File: config.mk
export PLATFORM = sky130hd
export DESIGN_NAME = axis_hdr_insert_arbiter
export DESIGN_NICKNAME = d
export VERILOG_FILES = /design/src/rtl/axis_hdr_insert_arbiter.sv
export SDC_FILE = /design/constraint.sdc
export NUM_CORES = 1
export LEC_CHECK = 0
export ABC_CLOCK_PERIOD_IN_PS = 2200
export CORE_AREA = 2 2 157 159
export DETAILED_ROUTE_END_ITERATION = 8
export DIE_AREA = 0 0 159 161
export PLACE_DENSITY_LB_ADDON = 0.05
export SYNTH_ARGS = -nofsm -noshare
export SYNTH_HDL_FRONTEND = slang
export SYNTH_SLANG_ARGS = --single-unit
File: constraint.sdc
create_clock -name clk -period 2.2 [get_ports clk]
set_input_delay 0.66 -clock clk [delete_from_list [all_inputs] [get_ports clk]]
set_output_delay 0.66 -clock clk [all_outputs]
set_load 0.005 [all_outputs]
File: src/rtl/axis_hdr_insert_arbiter.sv
// Round-robin arbiter sharing one header inserter among NUM_REQ stream sources.
// Define ARB_PKT_CNT_EN to add per-source completed-packet counters (pkt_cnt).
module axis_hdr_insert_arbiter #(
   parameter int NUM_REQ      = 4,
   parameter int DATA_WD      = 32,
   parameter int DATA_BYTE_WD = DATA_WD / 8,
   parameter int BYTE_CNT_WD  = $clog2(DATA_BYTE_WD),
   parameter int REQ_WD       = $clog2(NUM_REQ)
) (
   input  logic                              clk,
   input  logic                              rst_n,
   input  logic [NUM_REQ-1:0]                req_hdr_valid,
   input  logic [NUM_REQ*DATA_WD-1:0]        req_hdr_data,
   input  logic [NUM_REQ*DATA_BYTE_WD-1:0]   req_hdr_keep,
   input  logic [NUM_REQ*BYTE_CNT_WD-1:0]    req_hdr_cnt,
   output logic [NUM_REQ-1:0]                req_hdr_ready,
   input  logic [NUM_REQ-1:0]                req_valid,
   input  logic [NUM_REQ*DATA_WD-1:0]        req_data,
   input  logic [NUM_REQ*DATA_BYTE_WD-1:0]   req_keep,
   input  logic [NUM_REQ-1:0]                req_last,
   output logic [NUM_REQ-1:0]                req_ready,
   output logic                              valid_insert,
   output logic [DATA_WD-1:0]                data_insert,
   output logic [DATA_BYTE_WD-1:0]           keep_insert,
   output logic [BYTE_CNT_WD-1:0]            byte_insert_cnt,
   input  logic                              ready_insert,
   output logic                              valid_in,
   output logic [DATA_WD-1:0]                data_in,
   output logic [DATA_BYTE_WD-1:0]           keep_in,
   output logic                              last_in,
   input  logic                              ready_in,
   output logic [REQ_WD-1:0]                 grant_id,
   output logic                              busy
`ifdef ARB_PKT_CNT_EN
   ,
   output logic [NUM_REQ*16-1:0]             pkt_cnt
`endif
);

   localparam int unsigned NREQ = NUM_REQ;

   typedef enum logic [1:0] {
      IDLE = 2'd0,
      HDR  = 2'd1,
      BODY = 2'd2
   } state_t;

   state_t              state;
   logic [REQ_WD-1:0]   rr_ptr;
   logic [REQ_WD-1:0]   winner;
   logic [REQ_WD-1:0]   next_ptr;
   logic                any_hdr;
   logic                hdr_acc;
   logic                last_acc;

   // First requesting header found scanning from rr_ptr upward, wrapping at NUM_REQ.
   always_comb begin
      int unsigned cand;
      winner  = '0;
      any_hdr = 1'b0;
      for (int unsigned i = 0; i < NREQ; i++) begin
         cand = 32'(rr_ptr) + i;
         if (cand >= NREQ) cand = cand - NREQ;
         if (!any_hdr && req_hdr_valid[REQ_WD'(cand)]) begin
            winner  = REQ_WD'(cand);
            any_hdr = 1'b1;
         end
      end
      next_ptr = (32'(winner) == NREQ - 1) ? '0 : winner + 1'b1;
   end

   always_comb begin
      valid_insert  = 1'b0;
      valid_in      = 1'b0;
      req_hdr_ready = '0;
      req_ready     = '0;
      if (state == HDR) begin
         valid_insert            = req_hdr_valid[grant_id];
         req_hdr_ready[grant_id] = ready_insert;
      end
      if (state == BODY) begin
         valid_in            = req_valid[grant_id];
         req_ready[grant_id] = ready_in;
      end
   end

   always_comb begin
      data_insert     = req_hdr_data[32'(grant_id)*DATA_WD +: DATA_WD];
      keep_insert     = req_hdr_keep[32'(grant_id)*DATA_BYTE_WD +: DATA_BYTE_WD];
      byte_insert_cnt = req_hdr_cnt[32'(grant_id)*BYTE_CNT_WD +: BYTE_CNT_WD];
      data_in         = req_data[32'(grant_id)*DATA_WD +: DATA_WD];
      keep_in         = req_keep[32'(grant_id)*DATA_BYTE_WD +: DATA_BYTE_WD];
      last_in         = req_last[grant_id];
   end

   assign hdr_acc  = valid_insert && ready_insert;
   assign last_acc = valid_in && ready_in && last_in;

   always_ff @(posedge clk or negedge rst_n) begin
      if (!rst_n) begin
         state    <= IDLE;
         grant_id <= '0;
         rr_ptr   <= '0;
         busy     <= 1'b0;
      end else begin
         case (state)
            IDLE: begin
               if (any_hdr) begin
                  grant_id <= winner;
                  rr_ptr   <= next_ptr;
                  state    <= HDR;
                  busy     <= 1'b1;
               end
            end
            HDR: begin
               if (hdr_acc) state <= BODY;
            end
            BODY: begin
               if (last_acc) begin
                  state <= IDLE;
                  busy  <= 1'b0;
               end
            end
            default: begin
               state <= IDLE;
               busy  <= 1'b0;
            end
         endcase
      end
   end

`ifdef ARB_PKT_CNT_EN
   logic [15:0] cnt_q [NUM_REQ];

   always_ff @(posedge clk or negedge rst_n) begin
      if (!rst_n) begin
         for (int unsigned i = 0; i < NREQ; i++) cnt_q[i] <= '0;
      end else if (last_acc && cnt_q[grant_id] != 16'hFFFF) begin
         cnt_q[grant_id] <= cnt_q[grant_id] + 16'd1;
      end
   end

   for (genvar i = 0; i < NUM_REQ; i++) begin : g_cnt
      assign pkt_cnt[i*16 +: 16] = cnt_q[i];
   end
`endif

endmodule

== Word-level counts from Yosys, hierarchy flattened ==
Index checks and enable logic that the tools add are counted.

* Flip-flop bits (word level): 7
* Output and inout bits: 88

* Add/subtract/negate cells: 8
* Magnitude comparators: 10
* Eq/ne operators: 6
* Shifts and indexed selects: 5
* Muxes and demuxes: 40
* Bitwise operators: 3
* Reduce and logical (&&, ||, !) cells: 14

{| class="wikitable"
|+ Operators with widths
! operator !! number
|-
| indexed part select 128 x 8 -> 32 bit || 2
|-
| indexed part select 16 x 5 -> 4 bit || 2
|-
| two-way mux 2 bit || 12
|-
| two-way mux 1 bit || 16
|-
| < comparator 2 x 3 -> 1 bit (second input constant) || 5
|-
| binary-select mux 1 bit (select 2 bit) || 7
|-
| greater-or-equal comparator 3 bit (second input constant) || 3
|-
| bitwise AND 4 bit || 2
|-
| two-way mux 4 bit || 2
|-
| indexed part select 8 x 4 -> 2 bit || 1
|-
| subtractor 2 x 1 -> 2 bit (second input constant) || 4
|-
| logical AND 1 bit || 7
|-
| adder 2 x 2 -> 3 bit (second input constant) || 2
|-
| inequality test 2 bit (second input constant) || 3
|-
| one-hot mux 2 bit (3 select lines) || 1
|-
| AND reduction 3 bit || 2
|-
| == test 2 bit (second input constant) || 2
|-
| adder 2 x 1 -> 3 bit (second input constant) || 1
|-
| greater-or-equal comparator 2 x 3 -> 1 bit (second input constant) || 1
|-
| zero test 1 bit || 3
|-
| one-hot mux 1 bit (3 select lines) || 1
|-
| adder 2 x 1 -> 2 bit (second input constant) || 1
|-
| demux 1 bit (select 2 bit) || 1
|-
| == test 2 x 1 -> 1 bit (second input constant) || 1
|-
| other kinds (4) || 4
|}

== Longest topological paths before layout ==
Gate-level depths: netlist (run 1).

* Depth after elaboration: 16
* Depth in mapped cells: 6

== Worst setup path before layout (run 1) ==
OpenSTA, ideal clock, no wires.

* Kind: register -> output
* From: reg grant_id[0]
* To: out byte_insert_cnt[0]
* Data arrival time: 1.312 ns
* Setup slack: 0.228 ns
* Cell stages (with the launch flop): 5
* Buffers on the path: 3
* Path through: dfrtp_1 buf_6 buf_6 buf_6 mux4_2

* Word-level cells in the longest chain between the ends: 1

{| class="wikitable"
|+ Ends and longest elaborated chain
! what !! RTL line !! text
|-
| start: declaration || 32 || <nowiki>output logic [REQ_WD-1:0] grant_id,</nowiki>
|-
| start signal: assignment || 109 || <nowiki>grant_id <= winner;</nowiki>
|-
| indexed part select 8 x 4 -> 2 bit || 90 || <nowiki>byte_insert_cnt = req_hdr_cnt[32'(grant_id)*BYTE_CNT_WD +: BYTE_CNT_WD];</nowiki>
|-
| end: declaration || 25 || <nowiki>output logic [BYTE_CNT_WD-1:0] byte_insert_cnt,</nowiki>
|}

No other way between the ends.

== Worst setup path in the final report (run 1) ==
* From: reg grant_id[0]
* To: out valid_insert

* Word-level cells in the longest chain between the ends: 3

{| class="wikitable"
|+ Ends and longest elaborated chain
! what !! RTL line !! text
|-
| binary-select mux 1 bit (select 2 bit) || 78 || <nowiki>valid_insert = req_hdr_valid[grant_id];</nowiki>
|-
| two-way mux 1 bit (implied by the code) || 78 ||
|-
| two-way mux 1 bit || 77 || <nowiki>if (state == HDR) begin</nowiki>
|-
| end: declaration || 22 || <nowiki>output logic valid_insert,</nowiki>
|}

No other way between the ends. The select of a mux whose other input is x is not followed.

==> impl_metrics.toml, run 1 <==
[clock_network]
clk_latency_ns = 0.23
cts_buffers = 3
htree_num_levels = 1
cts_root_buf = "clkbuf_16"
clk_pin_slew_ns = 0.03
clkSinkCount = 7
clockBufferDepth = 2
holdBufCountCts = 0
cts_tree = "done"

[logic_synthesis]
synth.most_common_cell = "mux4_2"
synth_top_family_by_area = "multiplexers"
ys_types = 28
synth.net_count = 471
synth_area_um2 = 2390
syn_inst = 158
synth_fa_ha_area_frac = 0.00523
ys_seq_elements = 7
synth_flop_cell = "dfrtp_1"
synth_common_cells = "76 x mux4_2, 9 x buf_6, 9 x nand2_1, 9 x nor2_1, 8 x buf_2"
synth_edf_count = 0
synth_top_area_cell = "mux4_2"
synth_compound_area_frac = 0.0371
synth.area.top_cells = "mux4_2 72%, dfrtp_1 7.3%, buf_6 4.2%"
synth.avg_cell_area_um2 = 15.1
synthXorXnorAreaFrac = 0
async_flop_share = 1.00
yosys_warnings = 0
synthMuxAreaShare = 0.743
ys_seq_area_frac = 0.0732
netlist.area_leader.share = 0.715
synth-simple-area-share = 0.0654

[timing]
period_share = 1.08
finalClockSkew_ns = 0.00284
setup-tns-final_ns = -7.46
tightest_slew_ns = 0.364
final_max_slew_viol_count = 0
min_period_ns = 2.38
relSlewSlack = 0.757
fmax_ghz = 0.420
setup_viol = 76
rsz0062_at_grt = "yes"
fin_ws_ns = -0.181
hold_violations = 0

[critical_path]
rrSetupSlack_ns = 0.44
r2r_cells = 5
path_cells = "buf_12 -> buf_6 -> mux4_2 -> and2_4 -> buf_6"
crit_required_ns = 1.54
cp-startpoint = "grant_id[0]"
slowest_stage = "dfrtp_4"
path_buf_inv = 3
arrival_ns = 1.72
cp_top_family = "flip-flops"
setup.worst_path.start_class = "flop"
setup.worst_path.end = "valid_insert"
critPathMostFrequentCell = "buf_6"
r2r_end = "state[1]"
critPathMaxStageDelay_ns = 0.50
endpoint_kind = "primary output"
path_class = "reg -> out"
critical_path.max_fanout = 8
worstSetupPathDepth = 5
reg2reg_from = "grant_id[0]"

[global_route]
grt_pass1_wl_um = 25600
grt_usage = 0.131
overflow = 0
first_global_vias = 3904
grt_antenna_before_repair = 0
grt_max_degree = 20

[run]
maxCapViolCount = 0

[drt]
viasPerCell = 3.77
drt_wl_total_um = 17900
first_pass_iters = 4
routedWlPerCell_um = 19.3
drtIter0Drc = 60
route.detailed.drc = 0
drtAntennaViolNets = 0
dr_total_vias = 3494

[floorplanning]
die_h_um = 161
die-width_um = 159
rows = 57
dieArea_um2 = 25600
coreArea_um2 = 24000
initial_core_util = 0.0998
io_pins = 400

[power_and_ir_drop]
powerDensity_nw_per_um2 = 926
total_power_mw = 6.67
p_leak_nw = 3.38
peakVddDrop_uv = 474

[cells_and_area]
fin_cells = 927
layout-drive-gt1-share = 0.397
synthToLayoutAreaGrowth_pct = 201
finalNetCount = 916
final_util = 0.300

[placed_design]
placed_cells_incl_taps = 908
dp_slack_ns = -0.714
gp_congestion = 0.819
hpwlAfterDp_um = 15800
portBuffers = 399

[run_status]
failed_checks = "setup timing"
status = "complete, but fails checks"

[worst_hold_path]
holdCritPathClass = "reg -> reg"
## per-layer routing
layer	global-route usage	part of all wire	vias up
met4	0.00496	0.0025	0
met5	0	0	-
li1	-	-	1602
met3	0.0249	0.057	4
met2	0.275	0.58	176
met1	0.141	0.36	1712
## logic make-up after synthesis
logic type      count (synthesis)
simple gates                   32
buf+inv                        25
flops                           7
mux                            81
fa+ha+maj                       1
compound gates                 12
## cell type report
cell class | instances | area [um^2]
Timing Repair Buffer | 460 | 4440
Antenna cell | 1 | 2.50
Sequential cell | 7 | 183
Clock buffer | 4 | 78.8
Tap cell | 324 | 405
Inverter | 5 | 18.8
Fill cell | 2580 | 16800
Multi-Input combinational cell | 126 | 2070
## metrics by stage
step	hold slack, ns	instance area, um^2
2_1_floorplan	0.364	2390
3_3_place_gp	0.531	7190
3_5_place_dp	0.548	7190
4_1_cts	0.567	7050
5_1_grt	0.601	7200
6_report	0.560	7200
## where the power goes
group	leakage (nW)	switching (mW)	internal, mW
registers	0.0800	0.0771	0.201
clock network	0.0382	0.0662	0.241
logic	3.26	2.12	3.96
total	3.38	2.27	4.40
## how the worst min path moves through the flow
stage / startpoint / endpoint / slack (ns) / depth (start not counted)
2_1_floorplan: rst_n / busy / 0.36 / 0
3_3_place_gp: rr_ptr[0] / rr_ptr[0] / 0.53 / 2
3_5_place_dp: rr_ptr[0] / rr_ptr[0] / 0.55 / 2
4_1_cts: busy / busy / 0.57 / 1
5_1_grt: busy / busy / 0.60 / 1
6_report: busy / busy / 0.56 / 1
## repair_timing
action                     CTS  global route
setup endpoints to repair   91            80
pin swaps                    4             1
resized for setup          576            46
buffers inserted            16             0
cloned                       1             1
## registers in the layout (all words and copies together) (netlist names)
name	cells
state	2
grant_id	2
busy	1
rr_ptr	2
## worst reg2reg max path: cells and delay by family, from the launching register on
family / cells / cell delay, ns
AOI/OAI and AO/OA: 1 / 0.26
buffers and inverters: 3 / 0.43
DFF: 1 / 0.50
muxes: 1 / 0.45
## cells in the final DEF (no fill, tap or decap), types with 3 or more instances in the layout
cell | netlist | routed
a21oi_1 | 4 | 4
buf_12 | 0 | 14
buf_2 | 8 | 32
buf_4 | 3 | 30
buf_6 | 9 | 58
clkbuf_16 | 0 | 4
clkbuf_2 | 0 | 3
clkdlybuf4s15_2 | 0 | 3
clkdlybuf4s50_1 | 0 | 88
dfrtp_1 | 7 | 5
dlygate4sd2_1 | 0 | 198
dlymetal6s2s_1 | 0 | 31
inv_1 | 5 | 5
mux2_4 | 3 | 3
mux4_2 | 76 | 76
nand2_1 | 9 | 7
nand2b_1 | 5 | 4
nor2_1 | 9 | 9
Power figures use the tool's default switching activity.
==> run 2, diff against run 1 <==
--- a/constraint.sdc
+++ b/constraint.sdc
@@ -3,2 +3,2 @@
 set_output_delay 0.66 -clock clk [all_outputs]
-set_load 0.005 [all_outputs]
+set_load 0.02 [all_outputs]
==> impl_metrics.toml, run 2 (same netlist as run 1, synthesis figures left out) <==
[placed_design]
dp_slack_ns = -0.833
gp_congestion = 0.813
hpwlAfterDp_um = 16200
portBuffers = 399

[drt]
drt-met1-wl_um = 6480
viasPerCell = 3.77
first_pass_iters = 4
routedWlPerCell_um = 19.6
route.met2.wl_um = 10400
drtAntennaViolNets = 0
dr_total_vias = 3476
drt_wl_total_um = 18000
routed-wl-met3_um = 1120
top_layer_used = "met4"
drtIter0Drc = 113
route.detailed.drc = 0

[critical_path]
path_class = "reg -> out"
crit_required_ns = 1.54
endpoint_kind = "primary output"
setup.worst_path.start_class = "flop"
critical_path.max_fanout = 6
arrival_ns = 1.71

[cells_and_area]
largestRegisters = "grant_id: 2 flops, rr_ptr: 2 flops, state: 2 flops"
layout-drive-gt1-share = 0.395
layout_commonest_cell = "dlygate4sd2_1"
n_fill_cell = 2562
ff_latch_area_um2 = 183
multi_input_area_um2 = 2060
finalNetCount = 911
antenna_cells = 0
final_cell_mix = "208 x dlygate4sd2_1, 93 x clkdlybuf4s50_1, 77 x buf_6, 76 x mux4_2, 36 x buf_4"
synthToLayoutAreaGrowth_pct = 201

[floorplanning]
initial_core_util = 0.0998
io_pins = 400
coreArea_um2 = 24000
die_h_um = 161
dieArea_um2 = 25600
rows = 57
die-width_um = 159

[timing]
setup_viol = 76
relSlewSlack = 0.759
hold_violations = 0
finalClockSkew_ns = 0.00179
fmax_ghz = 0.421
period_share = 1.08
final_max_slew_viol_count = 0
min_period_ns = 2.37
rsz0062_at_grt = "yes"
tightest_slew_ns = 0.360
fin_ws_ns = -0.173

[global_route]
overflow = 0
grt_usage = 0.135
grt_max_degree = 20
grt_antenna_before_repair = 0
first_global_vias = 3947
grt_pass1_wl_um = 26200

[worst_hold_path]
holdCritPathClass = "reg -> reg"

[clock_network]
clk_pin_slew_ns = 0.04
clk_latency_ns = 0.23
htree_num_levels = 1
clkSinkCount = 7
clockBufferDepth = 2
cts_buffers = 3
cts_tree = "done"
cts_root_buf = "clkbuf_16"
holdBufCountCts = 0

[run_status]
status = "complete, but fails checks"
failed_checks = "setup timing"

[run]
maxCapViolCount = 0

[power_and_ir_drop]
total_power_mw = 7.91
peakVddDrop_uv = 608
p_leak_nw = 3.22
powerDensity_nw_per_um2 = 1100
[run 2: critical path, stage by stage, from the launching register on]
cell and delay (ns):
dfrtp_4 0.51, buf_12 0.16, buf_12 0.12, buf_6 0.11, mux4_2 0.42, buf_6 0.15
[run 2: metal layers]
layer | vias up | GRT usage
met2 | 173 | 0.278
li1 | 1593 | -
met5 | - | 0
met3 | 6 | 0.0277
met1 | 1704 | 0.147
met4 | 0 | 0.00826
[run 2: repair_timing]
item / 4_1_cts / 5_1_grt
pin swaps: 3 / 1
resized for setup: 706 / 25
setup buffers: 7 / 1
endpoints found under the setup margin: 91 / 88
[run 2: cell type report]
type                       count  area share
timing repair buffer         455       0.618
multi-input combinational    126       0.287
tap                          324      0.0563
sequential                     7      0.0254
clock buffer                   4      0.0109
inverter                       5     0.00260
[run 2: report_power, final]
group	leakage, nW	switching [mW]	total [mW]	internal, mW
combinational	3.10	3.12	7.33	4.20
sequential	0.0800	0.0770	0.278	0.201
clock	0.0382	0.0694	0.311	0.241
[run 2: worst paths after layout]
path                             startpoint  cells past startpoint              to  slack, ns
worst max-delay path            grant_id[0]                      5  keep_insert[1]      -0.17
worst min-delay path              rr_ptr[0]                      2       rr_ptr[0]       0.57
worst max register to register  grant_id[0]                      6            busy       0.45
worst min register to register    rr_ptr[0]                      2       rr_ptr[0]       0.57
max in group asynchronous             rst_n                      1     grant_id[1]       1.19
min in group asynchronous             rst_n                      1       rr_ptr[0]       0.71
[run 2: per-stage QoR]
stage          setup TNS, ns  std cells  hold WS [ns]  utilization  area [um^2]
2_1_floorplan              0        158         0.364            -         2390
3_3_place_gp          -48.31        909         0.531        0.301         7210
3_5_place_dp          -48.53        909         0.544        0.301         7210
4_1_cts                -9.72        920         0.555        0.298         7150
5_1_grt               -11.65        921         0.603        0.301         7210
6_report               -8.33        921         0.566        0.301         7210
==> run 3, diff against run 2 <==
- SKIP_CTS_REPAIR_TIMING: default -> 1
==> impl_metrics.toml, run 3 (same netlist as run 1, synthesis figures left out) <==
[run_status]
status = "complete, but fails checks"
failed_checks = "setup timing"

[timing]
relSlewSlack = 0.722
fin_ws_ns = -0.186
final_max_slew_viol_count = 0
period_share = 1.08
hold_violations = 0
finalClockSkew_ns = 0.00176
rsz0062_at_grt = "yes"
tightest_slew_ns = 0.413
fmax_ghz = 0.419
min_period_ns = 2.39
setup-tns-final_ns = -8.81
setup_viol = 76

[clock_network]
clkSinkCount = 7
htree_num_levels = 1
cts_root_buf = "clkbuf_16"
clk_pin_slew_ns = 0.04
cts_buffers = 3
cts_tree = "done"
clk_latency_ns = 0.23
clockBufferDepth = 2

[power_and_ir_drop]
p_leak_nw = 4.68
powerDensity_nw_per_um2 = 993
peakVddDrop_uv = 606

[drt]
drt-met1-wl_um = 6610
routed-wl-met3_um = 1090
route.detailed.drc = 0
dr_total_vias = 3467
viasPerCell = 3.75
drtIter0Drc = 94
drt_wl_total_um = 18300
top_layer_used = "met4"
route.met2.wl_um = 10600
routedWlPerCell_um = 19.8
drtAntennaViolNets = 0
first_pass_iters = 4

[cells_and_area]
final_util = 0.329
layout_commonest_cell = "dlymetal6s2s_1"
largestRegisters = "grant_id: 2 flops, rr_ptr: 2 flops, state: 2 flops"
n_fill_cell = 2475
finalNetCount = 911
final_cell_mix = "201 x dlymetal6s2s_1, 117 x clkdlybuf4s50_1, 76 x mux4_2, 60 x buf_6, 42 x buf_4"
synthToLayoutAreaGrowth_pct = 230
layout-drive-gt1-share = 0.389

[critical_path]
path_class = "in -> out"
critical_path.max_fanout = 1
worstSetupPathDepth = 3
path_cells = "clkdlybuf4s50_1 -> mux4_2 -> buf_6"
setup.worst_path.start_class = "input pin"
endpoint_kind = "primary output"
critPathMaxStageDelay_ns = 0.51
slowest_stage = "mux4_2"
arrival_ns = 1.73
path_buf_inv = 2
crit_required_ns = 1.54
cp_top_family = "buffers and inverters"
r2r_cells = 6

[worst_hold_path]
hold-path-cell-count = 2
holdCritPathClass = "reg -> reg"

[floorplanning]
dieArea_um2 = 25600
rows = 57
die-width_um = 159
io_pins = 400
coreArea_um2 = 24000
initial_core_util = 0.0998
die_h_um = 161

[placed_design]
dp_slack_ns = -0.833
hpwlAfterDp_um = 16200
portBuffers = 399
gp_congestion = 0.813

[run]
maxCapViolCount = 0

[global_route]
grt_pass1_wl_um = 26100
grt_usage = 0.134
grt_max_degree = 20
first_global_vias = 3947
grt_antenna_before_repair = 3
overflow = 0
==> run 3: final timing paths <==
| path | startpoint | end | slack (ns) |
|---|---|---|---|
| max in group asynchronous | rst_n | grant_id[1] | 1.20 |
| min in group asynchronous | rst_n | rr_ptr[0] | 0.71 |
| worst max-delay path | req_hdr_data[17] | data_insert[17] | -0.19 |
| worst min-delay path | rr_ptr[0] | rr_ptr[0] | 0.56 |
| worst min register to register | rr_ptr[0] | rr_ptr[0] | 0.56 |
| worst max register to register | grant_id[0] | busy | 0.46 |
==> run 3: layer usage <==
metal  up-vias  global-route usage
li1       1594                   -
met2       173               0.273
met3         6              0.0285
met4         0              0.0103
met1      1694               0.147
met5         -                   0
==> run 3: final cells by class <==
cell class              instances  area, um^2  share of cell area
diodes                          3        7.51            0.000952
flip-flops and latches          7         183              0.0232
well taps                     324         405              0.0514
multi-input cells             126        2060               0.262
inverters                       5        18.8             0.00238
repair buffers                455        5130               0.650
clock buffers                   4        78.8              0.0100
==> run 3: power by group <==
part           leakage, nW  internal (mW)  total, mW  switching (mW)
logic                 4.57           4.14       7.24            3.10
clock network       0.0382          0.241      0.310          0.0692
registers           0.0800          0.201      0.277          0.0762
==> run 3: through the flow <==
stage | power [mW] | std cells | cell area [um^2] | hold WS (ns)
final | 7.83 | 924 | 7890 | 0.563
after global routing | 8.28 | 924 | 7890 | 0.603
after CTS | 7.79 | 913 | 7290 | 0.555
after detailed placement | 7.45 | 909 | 7210 | 0.544
after global placement | 7.48 | 909 | 7210 | 0.531
after floorplan | 3.95 | 158 | 2390 | 0.364
==> run 3: worst min-delay path, stage by stage (launching register included) <==
cell	delay [ns]
dfrtp_1	0.40
nand2_1	0.07
o31ai_1	0.05
